[src/rtl/pipelined_cla_adder.sv]
// Pipelined carry-lookahead adder/subtractor with valid/ready handshake.
// Each of STAGES pipeline stages resolves one WIDTH/STAGES-bit slice using GROUP-bit lookahead units.
module pipelined_cla_adder #(
    parameter int WIDTH  = 32,
    parameter int GROUP  = 4,
    parameter int STAGES = 2
) (
    input  logic             Clk,
    input  logic             Rs,
    input  logic             in_valid,
    output logic             in_ready,
    input  logic [WIDTH-1:0] A,
    input  logic [WIDTH-1:0] B,
    input  logic             cIn,
    input  logic             Sub,
    output logic             out_valid,
    input  logic             out_ready,
    output logic [WIDTH-1:0] Sum,
    output logic             cOut,
    output logic             Ovf,
    output logic             Zero
);

    localparam int SLICE  = WIDTH / STAGES;
    localparam int NGROUP = SLICE / GROUP;
    localparam int LAST   = STAGES - 1;
    localparam int MSB    = WIDTH - 1;

    generate
        if ((WIDTH % STAGES) != 0 || (SLICE % GROUP) != 0) begin : g_bad_params
            $error("pipelined_cla_adder: STAGES must divide WIDTH and GROUP must divide WIDTH/STAGES");
        end
    endgenerate

    // One slice: every bit carry is a flat sum-of-products of the group's G/P terms and the group carry-in.
    function automatic logic [SLICE:0] cla_slice(
        input logic [SLICE-1:0] a,
        input logic [SLICE-1:0] b,
        input logic             cin
    );
        logic [SLICE-1:0] g;
        logic [SLICE-1:0] p;
        logic [SLICE-1:0] s;
        logic             c_grp;
        logic             c_bit;
        logic             term;
        logic             g_grp;
        logic             p_grp;
        g     = a & b;
        p     = a ^ b;
        s     = '0;
        c_grp = cin;
        for (int grp = 0; grp < NGROUP; grp++) begin
            for (int i = 0; i < GROUP; i++) begin
                c_bit = c_grp;
                for (int k = 0; k < i; k++) c_bit &= p[grp*GROUP+k];
                for (int j = 0; j < i; j++) begin
                    term = g[grp*GROUP+j];
                    for (int k = j + 1; k < i; k++) term &= p[grp*GROUP+k];
                    c_bit |= term;
                end
                s[grp*GROUP+i] = p[grp*GROUP+i] ^ c_bit;
            end
            g_grp = 1'b0;
            p_grp = 1'b1;
            for (int j = 0; j < GROUP; j++) begin
                term = g[grp*GROUP+j];
                for (int k = j + 1; k < GROUP; k++) term &= p[grp*GROUP+k];
                g_grp |= term;
                p_grp &= p[grp*GROUP+j];
            end
            c_grp = g_grp | (p_grp & c_grp);
        end
        return {c_grp, s};
    endfunction

    logic [WIDTH-1:0]  a_q     [STAGES];
    logic [WIDTH-1:0]  b_q     [STAGES];
    logic [WIDTH-1:0]  sum_q   [STAGES];
    logic [STAGES-1:0] carry_q;
    logic [STAGES-1:0] valid_q;
    logic              ovf_q;
    logic              zero_q;

    logic [WIDTH-1:0]  a_d     [STAGES];
    logic [WIDTH-1:0]  b_d     [STAGES];
    logic [WIDTH-1:0]  sum_d   [STAGES];
    logic [STAGES-1:0] carry_d;
    logic [STAGES-1:0] valid_d;
    logic              ovf_d;
    logic              zero_d;

    logic [WIDTH-1:0]  a_in     [STAGES];
    logic [WIDTH-1:0]  b_in     [STAGES];
    logic [WIDTH-1:0]  sum_in   [STAGES];
    logic [STAGES-1:0] carry_in;
    logic [STAGES-1:0] valid_in;
    logic [SLICE:0]    slice_res [STAGES];
    logic              adv;

    // Stage 0 takes the operands with B and the carry pre-conditioned for subtract.
    assign a_in[0]     = A;
    assign b_in[0]     = B ^ {WIDTH{Sub}};
    assign sum_in[0]   = '0;
    assign carry_in[0] = cIn ^ Sub;
    assign valid_in[0] = in_valid;

    generate
        for (genvar k = 1; k < STAGES; k++) begin : g_link
            assign a_in[k]     = a_q[k-1];
            assign b_in[k]     = b_q[k-1];
            assign sum_in[k]   = sum_q[k-1];
            assign carry_in[k] = carry_q[k-1];
            assign valid_in[k] = valid_q[k-1];
        end
    endgenerate

    always_comb begin
        for (int k = 0; k < STAGES; k++) begin
            slice_res[k] = cla_slice(a_in[k][k*SLICE +: SLICE], b_in[k][k*SLICE +: SLICE], carry_in[k]);
            a_d[k]       = a_in[k];
            b_d[k]       = b_in[k];
            sum_d[k]     = sum_in[k];
            sum_d[k][k*SLICE +: SLICE] = slice_res[k][SLICE-1:0];
            carry_d[k]   = slice_res[k][SLICE];
            valid_d[k]   = valid_in[k];
        end
        ovf_d  = (a_d[LAST][MSB] == b_d[LAST][MSB]) && (sum_d[LAST][MSB] != a_d[LAST][MSB]);
        zero_d = ~|sum_d[LAST];
    end

    // Single global enable: a stalled output freezes every stage, bubbles included.
    assign adv      = !valid_q[LAST] || out_ready;
    assign in_ready = adv;

    always_ff @(posedge Clk or negedge Rs) begin
        if (!Rs) begin
            for (int k = 0; k < STAGES; k++) begin
                a_q[k]   <= '0;
                b_q[k]   <= '0;
                sum_q[k] <= '0;
            end
            carry_q <= '0;
            valid_q <= '0;
            ovf_q   <= 1'b0;
            zero_q  <= 1'b0;
        end else if (adv) begin
            for (int k = 0; k < STAGES; k++) begin
                a_q[k]   <= a_d[k];
                b_q[k]   <= b_d[k];
                sum_q[k] <= sum_d[k];
            end
            carry_q <= carry_d;
            valid_q <= valid_d;
            ovf_q   <= ovf_d;
            zero_q  <= zero_d;
        end
    end

    assign out_valid = valid_q[LAST];
    assign Sum       = sum_q[LAST];
    assign cOut      = carry_q[LAST];
    assign Ovf       = ovf_q;
    assign Zero      = zero_q;

endmodule

[config.mk]
export PLATFORM = sky130hd
export DESIGN_NAME = pipelined_cla_adder
export DESIGN_NICKNAME = d
export VERILOG_FILES = /design/src/rtl/pipelined_cla_adder.sv
export SDC_FILE = /design/constraint.sdc
export NUM_CORES = 1
export LEC_CHECK = 0
export BUFFER_PORTS_ARGS = -buffer_cell sky130_fd_sc_hd__buf_2
export CAP_MARGIN = 20
export CORE_UTILIZATION = 25
export CTS_CLUSTER_SIZE = 25
export DETAILED_ROUTE_END_ITERATION = 16
export SLEW_MARGIN = 20
export SYNTH_ARGS = -nofsm -noshare
export SYNTH_HDL_FRONTEND = slang
export SYNTH_SLANG_ARGS = --single-unit
[constraint.sdc]
create_clock -name Clk -period 5.65 [get_ports Clk]
set_clock_uncertainty 0.1 [all_clocks]
set_input_delay 0.8475 -clock Clk [delete_from_list [all_inputs] [get_ports Clk]]
set_output_delay 0.8475 -clock Clk [all_outputs]
set_load 0.01 [all_outputs]
==> reports/metrics.yaml, run 1 <==
relSlewSlack_pct: 35.1
ioPinCount: 107
num_vias: 3822
initial_utilization_pct: 25.8
chipHeight_um: 142
leakagePower_nw: 2.98
setup_violations: 0
area_delta_synth_final_pct: 23.3
dpl.hpwl_um: 8700
cts_made_buffers: 9
reg2reg_slack_ns: 1.54
hp-class: "in2async"
viasPerCell: 4.24
p_per_area_nw_per_um2: 389
synth_edf_count: 0
yosysTopAreaCell: "dfrtp_1"
synth_flop_cell: "dfrtp_1"
cp_max_fo: 5
synth_xor_area_share_pct: 9.30
grtUsageTotal_pct: 12.3
synthesis.nets: 657
nets: 755
ant_nets: 0
synth_top_area_share_pct: 44.0
crit_required_ns: 5.80
io_buffers: 106
ys_warn_count: 0
critPathLaunchType: "flop"
hold_buffers: 0
drive_gt1_share_pct: 20.4
gp_congestion: 0.788
cp-end-kind: "flop"
fin_crit_sh_pct: 72.7
clock_latency_ns: 0.34
cts_root_buf: "clkbuf_16"
synth_seq_cells: 86
layout_min_cycle_time_ns: 4.11
cts_sinks: 86
tritoncts: "done"
wl_per_cell_um: 12.9
grt_pass1_vias: 3717
grt_max_degree: 86
overflow: 0
drt_iter0_drc: 193
drcViolationCount: 0
postCtsSetupBuffers: 0
rsz0062_at_grt: "false"
h-tree-depth: 3
synth.area.mux_share_pct: 0.230
synth_top_family_by_area: "simple AND/OR/NAND/NOR gates"
timing.fmax_mhz: 244
syn_area_per_cell_um2: 9.08
cts.path.max_buffers: 2
async_flop_share_pct: 100
synth.distinct_cells: 39
rows: 50
synth_area_um2: 4900
crit_arrival_ns: 4.26
antenna_found_initial: 0
core_area_um2: 19000
synth_adder_area_share_pct: 13.5
outcome: "finished clean"
drv_slew: 0
n_antenna_cell: 0
utilization_pct: 31.8
drv_cap: 0
dr.pass1.iters: 4
worst-slew-pin-transition_ns: 0.973
max-vdd-ir-drop_mv: 0.170
synthSimpleGateAreaFrac_pct: 18.3
synth-compound-area-share_pct: 11.7
synthTopCellsByArea: "dfrtp_1 (44%), nand2_1 (12%), ha_1 (10%), xnor2_1 (4.7%), xor2_1 (4.7%)"
hold_viol_final: 0
crit_type: "reg2reg"
synthCells: 539
ys_seq_area_share_pct: 44.0
cts_resized: 0
wl_um: 11700
tns_ns: 0
dieArea_um2: 20100
clkTransAtPathRegs_ns: 0.06
grt_pass1_wl_um: 19000
die_x_um: 142
## cells in the mapped netlist (3+ instances only)
cell,count
buf_1,3
xnor2_1,26
nand4_1,4
xor2_1,26
nand2_1,163
nor2_1,28
o21a_1,11
fa_1,8
inv_1,17
ha_1,40
o31ai_1,6
a21oi_1,26
a31oi_1,3
o211ai_1,4
a21o_1,6
clkbuf_1,19
nor4_1,3
o21ai_0,32
nor3_1,6
dfrtp_1,86
## power by group
group / leakage (nW) / switching, W / internal (W)
combinational: 1.80 / 0.000458 / 0.000333
sequential: 1.02 / 0.000111 / 0.000790
clock: 0.155 / 0.000254 / 0.000402
total: 2.98 / 0.000822 / 0.00153
## state kept, by name, indices dropped and copies added, names as in the netlist
name	count
Ovf	1
b_d	16
carry_q	2
Sum	32
a_d	16
sum_d	16
Zero	1
valid_q	2
## routing by layer
layer	part of all wire [%]	global-route usage (%)	up-vias	wire [µm]
met4	1.3	4.07	0	157
met3	5.5	4.04	10	646
met5	0	0	-	0
li1	-	-	1981	-
met2	46	19.2	66	5320
met1	47	16.1	1765	5530
## logic make-up (layout without fill, tap and decap cells)
logic type | Yosys count | count (layout)
AND/OR/NAND/NOR | 218 | 218
AO/OA/AOI/OAI | 94 | 94
flip-flops | 86 | 86
XOR/XNOR | 52 | 52
adder cells (fa/ha/maj) | 48 | 48
buffers and inverters | 40 | 143
multiplexers | 1 | 1
## cell usage in the layout (no fill, tap or decap), types with 3 or more instances in the layout
| cell type | netlist | routed |
|---|---|---|
| a21o_1 | 6 | 6 |
| a21oi_1 | 26 | 26 |
| a31oi_1 | 3 | 3 |
| buf_2 | 0 | 105 |
| buf_4 | 0 | 3 |
| clkbuf_16 | 0 | 9 |
| dfrtp_1 | 86 | 86 |
| fa_1 | 8 | 8 |
| ha_1 | 40 | 40 |
| inv_1 | 17 | 17 |
| nand2_1 | 163 | 163 |
| nand4_1 | 4 | 4 |
| nor2_1 | 28 | 28 |
| nor3_1 | 6 | 6 |
| nor4_1 | 3 | 3 |
| o211ai_1 | 4 | 4 |
| o21a_1 | 11 | 11 |
| o21ai_0 | 32 | 32 |
| o31ai_1 | 6 | 6 |
| xnor2_1 | 26 | 26 |
| xor2_1 | 26 | 26 |
## path summary, 6_finish.rpt
path | startpoint | end | cells past startpoint
setup / recovery | a_d[25] | Zero | 11
hold / removal | Rs | a_d[21] | 1
setup reg to reg | a_d[25] | Zero | 11
hold reg to reg | Sum[30] | Sum[30] | 2
max in group asynchronous | Rs | b_d[22] | 2
min in group Clk | Sum[30] | Sum[30] | 2
## cell type report
class / instances / area, µm²
Tap cell: 260 / 325
Timing Repair Buffer: 109 / 559
Clock buffer: 10 / 239
Clock inverter: 6 / 92.6
Inverter: 18 / 67.6
Fill cell: 2033 / 12900
Multi-Input combinational cell: 413 / 2600
Sequential cell: 86 / 2150
## worst max-delay path: stages (launching register included)
cell	delay [ns]
dfrtp_1	0.38
ha_1	0.38
a21oi_1	0.09
o21ai_0	0.27
nor3_1	0.09
a21oi_1	0.42
fa_1	0.56
nor4b_2	0.31
nand4_1	0.19
or4_1	0.54
or4b_1	0.52
o31ai_2	0.17
## through the flow
step	hold WS, ns	total power, W	area, µm²	setup WS (ns)	instances
global route	0.222	0.00253	6030	1.26	902
finish	0.230	0.00235	6030	1.54	902
floorplan	0.330	0.00141	4900	1.89	539
global placement	0.338	0.00171	5700	1.48	886
detailed placement	0.350	0.00172	5700	1.44	886
CTS	0.215	0.00239	6030	1.42	902
No activity file was read; power rests on OpenSTA's default activity.
==> inputs of run 2 (changes only) <==
- clock period: 5.65 -> 4.2 ns (I/O delays scaled with it)
==> reports/metrics.yaml, run 2 (synthesis gave the netlist of run 1 again) <==
seqPwrFrac_pct: 37.8  # -0.6 points
tns_ns: 0  # unchanged
overflow: 0  # unchanged
cp_slowest_cell: "or4b_1"
cp.buffers_inverters: 0  # unchanged
drv_cap: 0  # unchanged
worst-slew-pin-transition_ns: 0.839  # -0.134 ns
grtUsageTotal_pct: 12.4  # +0.091 points
wl_um: 11900  # +1.9%
cp-end-kind: "flop"
rows: 50  # unchanged
drv_slew: 0  # unchanged
dieArea_um2: 20100  # unchanged
grt_pass1_wl_um: 19000  # unchanged
h-tree-depth: 3  # unchanged
io_buffers: 106  # unchanged
clock_latency_ns: 0.35  # about the same
cts_made_buffers: 9  # unchanged
num_vias: 3843  # +0.55%
critical_path_cell_count: 12  # +1
dpl.hpwl_um: 9090  # +4.5%
critPathTopFamily: "simple AND/OR/NAND/NOR gates"
n_antenna_cell: 0  # unchanged
cts_root_buf: "clkbuf_16"
setup_violations: 0  # unchanged
hold_viol_final: 0  # unchanged
worstSetupEndpoint: "Zero"
relSlewSlack_pct: 44.1  # +9.0 points
initial_utilization_pct: 25.8  # unchanged
worstReg2RegStart: "a_d[18]"
antenna_found_initial: 0  # unchanged
drt_iter0_drc: 131  # -32%
rr_endpoint: "Zero"
mostFrequentLayoutCell: "nand2_1"
leakagePower_nw: 3.01  # +1.2%
max-vdd-ir-drop_mv: 0.145  # -15%
core_area_um2: 19000  # unchanged
cp_max_fo: 3  # -2
area_delta_synth_final_pct: 24.1
largest_reg_flops: 32  # unchanged
gp_congestion: 0.814  # +3.2%
outcome: "finished clean"
rsz0062_at_grt: "false"
hold_buffers: 0  # unchanged
place_inst: 891  # +0.56%
wl_per_cell_um: 13.1  # +1.4%
die_x_um: 142  # unchanged
r2r_cells: 12  # +1
timing.fmax_mhz: 259  # +6.3%
chipHeight_um: 142  # unchanged
ant_nets: 0  # unchanged
hp-class: "in2async"
fin_crit_sh_pct: 92.0  # +19 points
crit_required_ns: 4.35  # -1.45 ns
grt_max_degree: 70  # -19%
fillers: 2024  # -0.44%
reg2reg_slack_ns: 0.34  # -1.21 ns
viasPerCell: 4.24  # about the same
power.share.clock_pct: 28.6  # +0.7 points
nets: 760  # +0.66%
crit_arrival_ns: 4.02  # -0.24 ns
p_sw_w: 0.00111  # +35%
path_common_cell: "o211ai_1"
postCtsSetupBuffers: 0  # unchanged
ioPinCount: 107  # unchanged
drcViolationCount: 0  # unchanged
tritoncts: "done"
p_per_area_nw_per_um2: 529  # +36%
p_int_w: 0.00210  # +38%
grt_pass1_vias: 3695  # -0.59%
crit_chain: "ha_1 > a21oi_1 > o211ai_1 > o211ai_1 > a31oi_1 > or2_2 > fa_1 > nor4b_2 > nand4_1 > or4_1 > or4b_1 > o31ai_2"
dr.pass1.iters: 4  # unchanged
layout_common_cells: "nand2_1 (163), buf_2 (105), dfrtp_1 (86), ha_1 (40), o21ai_0 (32)"
startpoint: "a_d[18]"
clkTransAtPathRegs_ns: 0.07  # about the same
crit_type: "reg2reg"
critPathLaunchType: "flop"
drive_gt1_share_pct: 20.9  # +0.46 points
cts_sinks: 86  # unchanged
cts.path.max_buffers: 2  # unchanged
swShare_pct: 34.6  # -0.41 points
layout_min_cycle_time_ns: 3.86  # -0.243 ns
cts_resized: 0  # unchanged
combinationalPowerShare_pct: 33.5  # -0.2 points
instances_no_fill: 907  # +0.55%
slowest_delay_ns: 0.53  # -0.03 ns
==> run 2: routing by layer <==
metal  track usage [%]  vias up  part of all wire (%)
met3              2.52       12                   3.3
met4              5.43        0                   1.9
met1              16.5     1784                    49
li1                  -     1985                     -
met5                 0        -                     0
met2              19.5       62                    46
==> run 2: final cells by class <==
cell class	count	area, µm²	area share (%)
clock inverter	6	109	1.79
sequential	86	2150	35.4
timing repair buffer	114	593	9.76
multi-input combinational	413	2600	42.8
clock buffer	10	229	3.77
inverter	18	67.6	1.11
tap	260	325	5.36
==> run 2: stage by stage <==
stage	utilization, %	cell area (µm²)	hold WS (ns)	power, W	worst slack [ns]
finish	32.0	6070	0.272	0.00321	0.338
CTS	32.0	6070	0.315	0.00327	0.296
floorplan	-	4900	0.234	0.00190	0.570
detailed placement	30.3	5740	0.351	0.00234	0.304
global route	32.0	6070	0.348	0.00345	0.0503
global placement	30.3	5740	0.346	0.00232	0.388
==> run 2: worst min path at each step <==
stage | start | to | slack, ns | cells after the start
floorplan | Rs | Ovf | 0.23 | 0
global placement | valid_q[0] | valid_q[0] | 0.35 | 2
detailed placement | valid_q[0] | valid_q[1] | 0.35 | 1
CTS | Rs | a_d[21] | 0.32 | 1
global route | Rs | Sum[22] | 0.35 | 1
finish | Rs | Sum[22] | 0.27 | 1
==> run 2: power groups by stage <==
stage | clock network, W | logic [W] | registers [W]
detailed placement | 0 | 0.00110 | 0.00124
global placement | 0 | 0.00109 | 0.00123
floorplan | 0 | 0.000633 | 0.00127
global route | 0.000978 | 0.00122 | 0.00125
CTS | 0.000947 | 0.00110 | 0.00122
finish | 0.000920 | 0.00108 | 0.00122
==> inputs of run 3 (changes only) <==
- CTS_CLUSTER_SIZE: 25 -> unset
- clock period: 4.2 -> 3.2 ns (I/O delays scaled with it)
==> reports/metrics.yaml, run 3 (synthesis gave the netlist of run 1 again) <==
grt_pass1_vias: 3785  # +2.4%
drv_cap: 0  # unchanged
tns_ns: -0.425  # -0.425 ns
tritoncts: "done"
drv_slew: 0  # unchanged
critPathLaunchType: "flop"
timing.fmax_mhz: 276  # +6.5%
io_buffers: 106  # unchanged
hp-class: "in2async"
multiInputGateArea_um2: 2660  # +2.4%
startpoint: "a_d[18]"
grt_max_degree: 55  # -21%
cp-end-kind: "flop"
viasPerCell: 4.21  # -0.69%
die_x_um: 142  # unchanged
core_area_um2: 19000  # unchanged
outcome: "finished, violations left"
cp_max_fo: 3  # unchanged
setup_violations: 1  # +1
mostFrequentLayoutCell: "nand2_1"
cts_root_buf: "clkbuf_16"
clock_latency_ns: 0.34  # about the same
crit_type: "reg2reg"
fin_crit_sh_pct: 113  # +21 points
dieArea_um2: 20100  # unchanged
area_delta_synth_final_pct: 29.1
crit_required_ns: 3.35  # -1.00 ns
dr.pass1.iters: 4  # unchanged
grt_busiest_layer: "met2"
layout_min_cycle_time_ns: 3.62  # -0.237 ns
largest_reg_flops: 32  # unchanged
ioPinCount: 107  # unchanged
relSlewSlack_pct: 54.7  # +11 points
grtUsageMet1_pct: 17.4  # +0.84 points
setup_slack_ns: -0.425  # -0.763 ns
drt_iter0_drc: 195  # +49%
grt_pass1_wl_um: 19600  # +3.2%
max-vdd-ir-drop_mv: 0.250  # +72%
dpl.hpwl_um: 9800  # +7.9%
h-tree-depth: 3  # unchanged
drcViolationCount: 0  # unchanged
antenna_found_initial: 1  # +1
fillers: 1971  # -2.6%
grtUsageTotal_pct: 12.7  # +0.29 points
nets: 786  # +3.4%
drive_gt1_share_pct: 24.8  # +3.9 points
leakagePower_nw: 3.13  # +3.9%
globalRouteMet3Util_pct: 3.23  # +0.71 points
cts_sinks: 86  # unchanged
hold_buffers: 0  # unchanged
met2_usage_pct: 19.5  # -0.078 points
initial_utilization_pct: 25.8  # unchanged
num_vias: 3930  # +2.3%
layout_common_cells: "nand2_1 (163), buf_2 (105), dfrtp_1 (86), ha_1 (38), buf_4 (33)"
clkTransAtPathRegs_ns: 0.06  # about the same
worstReg2RegStart: "a_d[18]"
gp_congestion: 0.815  # +0.14%
rows: 50  # unchanged
violations: "negative setup slack"
regArea_um2: 2150  # unchanged
wl_um: 12400  # +4.6%
reg2reg_slack_ns: -0.42  # -0.76 ns
cts_made_buffers: 9  # unchanged
overflow: 0  # unchanged
p_per_area_nw_per_um2: 676  # +28%
chipHeight_um: 142  # unchanged
ant_nets: 0  # unchanged
post-place-ws_ns: -0.437  # -0.741 ns
wl_per_cell_um: 13.3  # +1.6%
cts.path.max_buffers: 2  # unchanged
rsz0062_at_grt: "true"
hold_viol_final: 0  # unchanged
crit_arrival_ns: 3.77  # -0.25 ns
worst-slew-pin-transition_ns: 0.679  # -0.160 ns
==> run 3: repair_timing <==
| action | 4_1_cts | 5_1_grt |
|---|---|---|
| gates resized for setup | 0 | 5 |
| endpoints found under the setup margin | 1 | 1 |
| pin swaps | 7 | 7 |
| cloned | 0 | 0 |
| buffers inserted | 1 | 1 |
==> run 3: worst paths after layout <==
path                               to  depth (start not counted)
max                              Zero                         12
min                           Sum[19]                          1
max reg2reg                      Zero                         12
min reg2reg                valid_q[0]                          2
max in group asynchronous    sum_d[1]                          2
min in group Clk              a_d[27]                          3
==> run 3: routing by layer <==
layer / vias to the layer above / part of all wire (%)
li1: 2047 / -
met1: 1800 / 50
met2: 70 / 44
met3: 13 / 4.5
met4: 0 / 1.8
met5: - / 0
==> run 3: stage by stage <==
stage                     cells  hold WS, ns  instance area [µm²]  power, W  utilization, %
final                       934       0.0338                 6320   0.00427            33.3
after floorplan             539       0.0844                 4920   0.00251               -
after detailed placement    915        0.349                 5960   0.00322            31.5
after global placement      915        0.346                 5960   0.00320            31.5
after CTS                   932       0.0537                 6270   0.00430            33.1
after global routing        933       0.0768                 6320   0.00458            33.3
==> run 3: where the power goes <==
group          internal (W)  switching (W)
clock              0.000606       0.000447
sequential          0.00140       0.000205
combinational      0.000733       0.000882
==> run 3: worst max-delay path, cell delays in order (launching register included) <==
cell	delay, ns
dfrtp_1	0.41
ha_4	0.27
a21oi_4	0.13
o211ai_1	0.11
o211ai_1	0.13
a31oi_1	0.12
or2_4	0.27
fa_1	0.50
nor4b_2	0.26
nand4_1	0.11
or4_1	0.41
or4b_4	0.51
o31ai_4	0.22
==> run 3: cell type report <==
class,instances,share of cell area [%]
diodes,1,0.0396
clock buffers,9,3.56
clock inverters,7,1.15
inverters,18,1.07
multi-input cells,413,42.1
flip-flops and latches,86,34.1
well taps,260,5.15
repair buffers,140,12.9
